[config.mk]
export PLATFORM = sky130hd
export DESIGN_NAME = seq_serial_gen_flat
export DESIGN_NICKNAME = d
export VERILOG_FILES = /design/src/rtl/seq_serial_gen_pkg.sv /design/src/rtl/seq_serial_gen_if.sv /design/src/rtl/seq_serial_gen.sv /design/src/flat_wrapper.sv
export SDC_FILE = /design/constraint.sdc
export NUM_CORES = 1
export LEC_CHECK = 0
export CORE_MARGIN = 2
export CORE_UTILIZATION = 30
export DETAILED_ROUTE_END_ITERATION = 8
export SYNTH_ARGS = -nofsm -noshare
export SYNTH_HDL_FRONTEND = slang
export SYNTH_SLANG_ARGS = --single-unit
[constraint.sdc]
create_clock -name clk -period 4.3 [get_ports clk]
set_input_delay 0.645 -clock clk [delete_from_list [all_inputs] [get_ports clk]]
set_output_delay 0.645 -clock clk [all_outputs]
set_load 0.01 [all_outputs]
[src/rtl/seq_serial_gen_pkg.sv]
// Shared types and helpers for the serial pattern generator.
// Optional macro SEQ_GEN_PARITY_EN adds the PARITY state encoding.
package seq_pkg;

    localparam int DEF_WIDTH = 8;
    localparam int DEF_REP_W = 4;

    typedef enum logic [1:0] {
        ST_IDLE  = 2'd0,
        ST_SHIFT = 2'd1,
        ST_DONE  = 2'd2
`ifdef SEQ_GEN_PARITY_EN
        , ST_PARITY = 2'd3
`endif
    } state_t;

    // A requested length of 0, or one larger than the pattern register, means "full width".
    function automatic int clamp_len(input int len, input int width);
        return ((len == 0) || (len > width)) ? width : len;
    endfunction

endpackage

[src/rtl/seq_serial_gen_if.sv]
// Load handshake and serial output stream of the pattern generator.
// slave: generator side; master: requester/sink side.
interface seq_serial_gen_if
    import seq_pkg::*;
#(
    parameter int WIDTH = DEF_WIDTH,
    parameter int LEN_W = $clog2(WIDTH + 1),
    parameter int REP_W = DEF_REP_W
) ();

    logic             load_valid;
    logic             load_ready;
    logic [WIDTH-1:0] load_data;
    logic [LEN_W-1:0] load_len;
    logic [REP_W-1:0] load_rep;
    logic             out_ready;
    logic             out_bit;
    logic             out_valid;
    logic             busy;
    logic             done;

    modport slave (
        input  load_valid, load_data, load_len, load_rep, out_ready,
        output load_ready, out_bit, out_valid, busy, done
    );

    modport master (
        output load_valid, load_data, load_len, load_rep, out_ready,
        input  load_ready, out_bit, out_valid, busy, done
    );

endinterface

[src/rtl/seq_serial_gen.sv]
// Serial pattern transmitter: loads a 1..WIDTH bit pattern plus repeat count,
// then streams it MSB-first with valid/ready flow control. All outputs are registered.
// Optional macro SEQ_GEN_PARITY_EN appends an even-parity bit after every pass.
module seq_serial_gen
    import seq_pkg::*;
#(
    parameter int WIDTH = DEF_WIDTH,
    parameter int LEN_W = $clog2(WIDTH + 1),
    parameter int REP_W = DEF_REP_W
) (
    input  logic            clk,
    input  logic            reset_n,
    seq_serial_gen_if.slave bus
);

    state_t           state_q, state_d;
    logic [WIDTH-1:0] pat_q, pat_d;
    logic [LEN_W-1:0] len_q, len_d;
    logic [LEN_W-1:0] idx_q, idx_d;
    logic [REP_W-1:0] rep_q, rep_d;
    logic             out_bit_q, out_bit_d;
    logic             out_valid_q, out_valid_d;
    logic             busy_q, busy_d;
    logic             done_q, done_d;
    logic             load_ready_q, load_ready_d;

    logic [LEN_W-1:0] len_c;
    logic [WIDTH-1:0] len_mask;
    logic [WIDTH-1:0] pat_shifted;
    logic             end_pass;

    assign len_c = LEN_W'(clamp_len(int'(bus.load_len), WIDTH));

    // Unused high pattern bits are cleared at load so parity only covers the live bits.
    for (genvar gi = 0; gi < WIDTH; gi++) begin : g_mask
        assign len_mask[gi] = (LEN_W'(gi) < len_c);
    end

    // Next-state, datapath and output decode; outputs derive from the next state so they register cleanly.
    always_comb begin
        state_d     = state_q;
        pat_d       = pat_q;
        len_d       = len_q;
        idx_d       = idx_q;
        rep_d       = rep_q;
        end_pass    = 1'b0;
        out_bit_d   = 1'b0;
        pat_shifted = '0;

        case (state_q)
            ST_IDLE: begin
                if (bus.load_valid) begin
                    pat_d   = bus.load_data & len_mask;
                    len_d   = len_c;
                    rep_d   = bus.load_rep;
                    idx_d   = len_c - LEN_W'(1);
                    state_d = ST_SHIFT;
                end
            end
            ST_SHIFT: begin
                if (bus.out_ready) begin
                    if (idx_q != '0) begin
                        idx_d = idx_q - LEN_W'(1);
                    end else begin
`ifdef SEQ_GEN_PARITY_EN
                        state_d = ST_PARITY;
`else
                        end_pass = 1'b1;
`endif
                    end
                end
            end
`ifdef SEQ_GEN_PARITY_EN
            ST_PARITY: begin
                if (bus.out_ready) begin
                    end_pass = 1'b1;
                end
            end
`endif
            ST_DONE: begin
                state_d = ST_IDLE;
            end
            default: begin
                state_d = ST_IDLE;
            end
        endcase

        // Pass boundary: restart the pattern without a bubble, or finish.
        if (end_pass) begin
            if (rep_q != '0) begin
                rep_d   = rep_q - REP_W'(1);
                idx_d   = len_q - LEN_W'(1);
                state_d = ST_SHIFT;
            end else begin
                state_d = ST_DONE;
            end
        end

        pat_shifted = pat_d >> idx_d;
        if (state_d == ST_SHIFT) begin
            out_bit_d = pat_shifted[0];
        end
`ifdef SEQ_GEN_PARITY_EN
        if (state_d == ST_PARITY) begin
            out_bit_d = ^pat_d;
        end
        out_valid_d  = (state_d == ST_SHIFT) || (state_d == ST_PARITY);
`else
        out_valid_d  = (state_d == ST_SHIFT);
`endif
        busy_d       = (state_d != ST_IDLE);
        done_d       = (state_d == ST_DONE);
        load_ready_d = (state_d == ST_IDLE);
    end

    // State and registered outputs; reset aborts any stream with no done pulse.
    always_ff @(posedge clk) begin
        if (!reset_n) begin
            state_q      <= ST_IDLE;
            pat_q        <= '0;
            len_q        <= '0;
            idx_q        <= '0;
            rep_q        <= '0;
            out_bit_q    <= 1'b0;
            out_valid_q  <= 1'b0;
            busy_q       <= 1'b0;
            done_q       <= 1'b0;
            load_ready_q <= 1'b1;
        end else begin
            state_q      <= state_d;
            pat_q        <= pat_d;
            len_q        <= len_d;
            idx_q        <= idx_d;
            rep_q        <= rep_d;
            out_bit_q    <= out_bit_d;
            out_valid_q  <= out_valid_d;
            busy_q       <= busy_d;
            done_q       <= done_d;
            load_ready_q <= load_ready_d;
        end
    end

    assign bus.out_bit    = out_bit_q;
    assign bus.out_valid  = out_valid_q;
    assign bus.busy       = busy_q;
    assign bus.done       = done_q;
    assign bus.load_ready = load_ready_q;

endmodule

[src/flat_wrapper.sv]
// flat-port wrapper written by rule: the top's interface ports become plain ports
module seq_serial_gen_flat import seq_pkg::*;
#(
    parameter int WIDTH = DEF_WIDTH,
    parameter int LEN_W = $clog2(WIDTH + 1),
    parameter int REP_W = DEF_REP_W
)
  (clk, reset_n, bus_load_valid, bus_load_data, bus_load_len, bus_load_rep, bus_out_ready, bus_load_ready, bus_out_bit, bus_out_valid, bus_busy, bus_done);
  seq_serial_gen_if #(.WIDTH(WIDTH), .LEN_W(LEN_W), .REP_W(REP_W)) bus_i ();
  input  logic clk;
  input  logic reset_n;
  input wire logic [$bits(bus_i.load_valid)-1:0] bus_load_valid;
  input wire logic [$bits(bus_i.load_data)-1:0] bus_load_data;
  input wire logic [$bits(bus_i.load_len)-1:0] bus_load_len;
  input wire logic [$bits(bus_i.load_rep)-1:0] bus_load_rep;
  input wire logic [$bits(bus_i.out_ready)-1:0] bus_out_ready;
  output wire logic [$bits(bus_i.load_ready)-1:0] bus_load_ready;
  output wire logic [$bits(bus_i.out_bit)-1:0] bus_out_bit;
  output wire logic [$bits(bus_i.out_valid)-1:0] bus_out_valid;
  output wire logic [$bits(bus_i.busy)-1:0] bus_busy;
  output wire logic [$bits(bus_i.done)-1:0] bus_done;
  assign bus_i.load_valid = bus_load_valid;
  assign bus_i.load_data = bus_load_data;
  assign bus_i.load_len = bus_load_len;
  assign bus_i.load_rep = bus_load_rep;
  assign bus_i.out_ready = bus_out_ready;
  assign bus_load_ready = bus_i.load_ready;
  assign bus_out_bit = bus_i.out_bit;
  assign bus_out_valid = bus_i.out_valid;
  assign bus_busy = bus_i.busy;
  assign bus_done = bus_i.done;
  seq_serial_gen #(.WIDTH(WIDTH), .LEN_W(LEN_W), .REP_W(REP_W)) u_core (.clk(clk), .reset_n(reset_n), .bus(bus_i));
endmodule
==> report_table.html <==
<table>
<tr><th>Metric</th><th>Value</th></tr>
<tr><th colspan="2">CTS</th></tr>
<tr><td>CTS H-tree depth</td><td>1</td></tr>
<tr><td>TritonCTS clock tree</td><td>built</td></tr>
<tr><td>Number of buffers added by the clock tree synthesis step</td><td>3</td></tr>
<tr><td>Post-CTS clock slew at the launch and capture registers of the worst setup and hold paths</td><td>0.09 ns</td></tr>
<tr><td>Clock tree root buffer cell</td><td>sky130_fd_sc_hd__clkbuf_8</td></tr>
<tr><td>Maximum count of clock buffers along a single path</td><td>2</td></tr>
<tr><td>Hold buffer count at CTS</td><td>0</td></tr>
<tr><td>Clock Sink Count</td><td>27</td></tr>
<tr><td>CTS resizes</td><td>0</td></tr>
<tr><td>Clock latency reported for the late side of the worst-skew pair</td><td>0.27 ns</td></tr>
<tr><td>Post-CTS Repair Setup Buffers</td><td>0</td></tr>
<tr><th colspan="2">Global route</th></tr>
<tr><td>Largest net degree at the start of global routing</td><td>23</td></tr>
<tr><td>Antenna violations before repair</td><td>0</td></tr>
<tr><td>Via count of the first global-routing pass</td><td>1,185</td></tr>
<tr><td>Leftover overflow at the end of global routing</td><td>0</td></tr>
<tr><td>Global-route wire length before repair</td><td>5530 um</td></tr>
<tr><td>Total global-route track usage</td><td>12.8%</td></tr>
<tr><th colspan="2">Logic synthesis</th></tr>
<tr><td>Summed instance area of the synthesized netlist</td><td>0.00149 sq mm</td></tr>
<tr><td>Sequential element share of the synthesized area</td><td>36.2%</td></tr>
<tr><td>Post-synth EDFFs</td><td>0</td></tr>
<tr><td>Count of yosys warnings during synthesis</td><td>0</td></tr>
<tr><td>Post-synthesis cell count</td><td>176</td></tr>
<tr><td>Net Count, Synth</td><td>203</td></tr>
<tr><td>Post-synthesis async set-or-reset flop share</td><td>0%</td></tr>
<tr><td>Synth Flop Type</td><td>sky130_fd_sc_hd__dfxtp_1</td></tr>
<tr><td>Syn Area/Cell</td><td>8.49 sq um</td></tr>
<tr><td>Count of state elements after synthesis</td><td>27</td></tr>
<tr><td>Post-synth cell types</td><td>46</td></tr>
<tr><th colspan="2">Route</th></tr>
<tr><td>Number of violations reported at the end of detailed-routing iteration 0</td><td>60</td></tr>
<tr><td>Via count</td><td>1,265</td></tr>
<tr><td>Total routed wirelength</td><td>3250 um</td></tr>
<tr><td>Count of nets left with antenna violations after detail routing</td><td>0</td></tr>
<tr><td>First-pass iteration count of the detailed router</td><td>4</td></tr>
<tr><td>Post-detailed-route via-to-cell ratio</td><td>4.77</td></tr>
<tr><td>DRC violations left</td><td>0</td></tr>
<tr><td>Final routed wire length divided by cell count</td><td>12.3 um</td></tr>
<tr><th colspan="2">STA</th></tr>
<tr><td>Final hold violation count</td><td>0</td></tr>
<tr><td>Post-layout min period</td><td>2.75 ns</td></tr>
<tr><td>Number of pins exceeding their max-slew limit in the final report</td><td>0</td></tr>
<tr><td>Slew headroom</td><td>54.3%</td></tr>
<tr><td>Worst Clk Skew</td><td>0.00186 ns</td></tr>
<tr><td>Setup violations, final</td><td>0</td></tr>
<tr><td>Slew at the pin closest to its max-slew limit</td><td>0.685 ns</td></tr>
<tr><td>Crit share post-route</td><td>63.9%</td></tr>
<tr><td>RSZ-0062 raised after global routing</td><td>no</td></tr>
<tr><td>Setup TNS after final layout</td><td>0 ns</td></tr>
<tr><td>Maximum achievable frequency</td><td>364 MHz</td></tr>
<tr><th colspan="2">Power</th></tr>
<tr><td>Leakage power figure</td><td>0.689 nW</td></tr>
<tr><td>Max VDD drop</td><td>116 uV</td></tr>
<tr><td>Power per unit of standard cell area</td><td>332 mW/mm^2</td></tr>
<tr><th colspan="2">Placement</th></tr>
<tr><td>Half-perimeter wire length after placement</td><td>2440 um</td></tr>
<tr><td>Total cell area at the placement stage</td><td>0.00180 sq mm</td></tr>
<tr><td>Total of buffers placed on input and output ports</td><td>24</td></tr>
<tr><td>Routability congestion estimate</td><td>0.854</td></tr>
<tr><th colspan="2">Die</th></tr>
<tr><td>Floorplan Core Area</td><td>0.00475 sq mm</td></tr>
<tr><td>Die width</td><td>74.6 um</td></tr>
<tr><td>I/O pin count</td><td>25</td></tr>
<tr><td>Die area</td><td>0.00556 sq mm</td></tr>
<tr><td>Initial Utilization</td><td>31.4%</td></tr>
<tr><td>Cell row count</td><td>25</td></tr>
<tr><td>Die height</td><td>74.6 um</td></tr>
<tr><th colspan="2">Run status</th></tr>
<tr><td>Run status</td><td>finished clean</td></tr>
<tr><th colspan="2">Critical path</th></tr>
<tr><td>Category of the critical setup timing path</td><td>input pin to register</td></tr>
<tr><td>Most prevalent standard cell on the critical path</td><td>sky130_fd_sc_hd__o22ai_1</td></tr>
<tr><td>Crit path largest cell delay</td><td>0.49 ns</td></tr>
<tr><td>Cell at the slowest stage of the critical path</td><td>sky130_fd_sc_hd__clkdlybuf4s50_1</td></tr>
<tr><td>Sort of element at the start of the critical path</td><td>input pin</td></tr>
<tr><td>Critical-path maximum fanout</td><td>5</td></tr>
<tr><td>Cell breakdown of the critical path</td><td>clkdlybuf4s50_1 -&gt; nor2b_1 -&gt; inv_1 -&gt; ha_1 -&gt; xnor2_1 -&gt; a2111oi_0 -&gt; o22ai_1 -&gt; nand2b_1 -&gt; o22ai_1</td></tr>
<tr><td>Data arrival, critical path</td><td>2.95 ns</td></tr>
<tr><td>Worst EP required</td><td>4.51 ns</td></tr>
<tr><td>Setup crit end kind</td><td>register</td></tr>
<tr><th colspan="2">Layout</th></tr>
<tr><td>Final design instance area without fill</td><td>0.00184 sq mm</td></tr>
<tr><td>Number of antenna repair diodes</td><td>0</td></tr>
<tr><td>Net count, final</td><td>226</td></tr>
<tr><td>Synth-to-layout area growth</td><td>23.3%</td></tr>
<tr><td>Proportion of layout cells with a drive suffix above 1</td><td>6.06%</td></tr>
<tr><th colspan="2">Worst hold path</th></tr>
<tr><td>Hold crit path type</td><td>register to register</td></tr>
<tr><th colspan="2">Job</th></tr>
<tr><td>Number of max-capacitance violations reported</td><td>0</td></tr>
</table>
## per-stage QoR
step	power [mW]	setup WS, ns	hold WS [ns]	std cells	utilization, %
after global routing	0.648	1.35	0.516	265	38.7
after detailed placement	0.471	1.25	0.468	261	37.8
after CTS	0.618	1.55	0.482	265	38.7
after global placement	0.472	1.33	0.465	261	37.8
final	0.612	1.55	0.478	265	38.7
after floorplan	0.416	2.09	0.442	176	-
## flip-flops by register name, summed over array words and instances (netlist names)
signal / flops
u_core.state_q: 2
u_core.bus.out_bit: 1
u_core.pat_q: 8
u_core.bus.done: 1
u_core.bus.load_ready: 1
u_core.len_q: 4
u_core.bus.out_valid: 1
u_core.rep_q: 4
u_core.bus.busy: 1
u_core.idx_q: 4
## placed cells by master (no fill, tap or decap), drive strengths merged, types with 3 or more instances in the layout
cell           instances
a21oi                  7
a22oi                  4
a31oi                  7
a32oi                  3
and2                   3
clkbuf                 4
clkdlybuf4s50         24
dfxtp                 27
ha                     7
inv                   14
mux2i                  6
nand2                 18
nand2b                 5
nor2                  21
nor3                   4
o21ai                  5
o22ai                  3
or3b                   3
xnor2                  3
## where the power goes
part	leakage, nW	internal [mW]	switching (mW)
Sequential	0.222	0.270	0.0140
Clock	0.0228	0.0664	0.0797
Combinational	0.445	0.0886	0.0931
Total	0.689	0.425	0.187
## per-layer routing
layer / vias up / share of wire (%) / GRT usage, %
met5: - / 0 / 0
met4: 0 / 1.4 / 4.17
met3: 4 / 1.9 / 1.63
met2: 13 / 46 / 21.5
met1: 584 / 51 / 17.1
li1: 664 / - / -
## synth_stat cells (2+ instances only)
master,n,share of area [%]
sky130_fd_sc_hd__a32oi_1,3,1.8
sky130_fd_sc_hd__mux2i_1,6,4.0
sky130_fd_sc_hd__nor2_1,21,5.3
sky130_fd_sc_hd__clkbuf_1,5,1.3
sky130_fd_sc_hd__nor2b_1,2,0.84
sky130_fd_sc_hd__a22oi_1,4,2.0
sky130_fd_sc_hd__nand2b_1,5,2.1
sky130_fd_sc_hd__inv_1,14,3.5
sky130_fd_sc_hd__xnor2_1,3,1.8
sky130_fd_sc_hd__nor3_1,4,1.3
sky130_fd_sc_hd__nand2_1,18,4.5
sky130_fd_sc_hd__o21ai_0,4,1.3
sky130_fd_sc_hd__and2_0,3,1.3
sky130_fd_sc_hd__o211ai_1,2,1.0
sky130_fd_sc_hd__or3b_1,2,1.2
sky130_fd_sc_hd__buf_2,2,0.67
sky130_fd_sc_hd__xor2_1,2,1.2
sky130_fd_sc_hd__dfxtp_1,27,36
sky130_fd_sc_hd__a21oi_1,7,2.3
sky130_fd_sc_hd__o22ai_1,3,1.3
sky130_fd_sc_hd__ha_1,7,5.9
sky130_fd_sc_hd__a31oi_1,6,2.5
sky130_fd_sc_hd__a211oi_1,2,1.0
sky130_fd_sc_hd__nand4_1,2,0.84
## cell type report
cell class | count | area, sq um
tap | 67 | 83.8
timing repair buffer | 25 | 248
sequential | 27 | 541
clock buffer | 4 | 45.0
multi-input combinational | 128 | 872
fill | 519 | 2910
inverter | 14 | 52.6
## worst paths after layout
check	slack, ns	from	depth (start not counted)	end
worst max-delay path	1.55	bus_load_len[0]	9	u_core.bus.out_bit
worst min-delay path	0.48	u_core.len_q[0]	2	u_core.len_q[0]
worst max register to register	1.94	u_core.state_q[0]	6	u_core.bus.out_bit
worst min register to register	0.48	u_core.len_q[0]	2	u_core.len_q[0]
## cells by family (layout without fill, tap and decap cells)
family | Yosys count | count (layout) | synth area share (%)
buf+inv | 21 | 43 | 5.44
compound gates | 40 | 40 | 20.2
fa+ha+maj | 7 | 7 | 5.86
mux | 7 | 7 | 4.77
simple gates | 69 | 69 | 24.6
xor+xnor | 5 | 5 | 2.93
flops | 27 | 27 | 36.2
## critical path: cells and delay by family
family / cells / cell delay [ns]
adder cells (fa/ha/maj): 1 / 0.25
AO/OA/AOI/OAI: 3 / 0.73
AND/OR/NAND/NOR: 2 / 0.57
XOR/XNOR: 1 / 0.15
buffers and inverters: 2 / 0.62
Note: power is estimated with default switching activity, not from simulation.
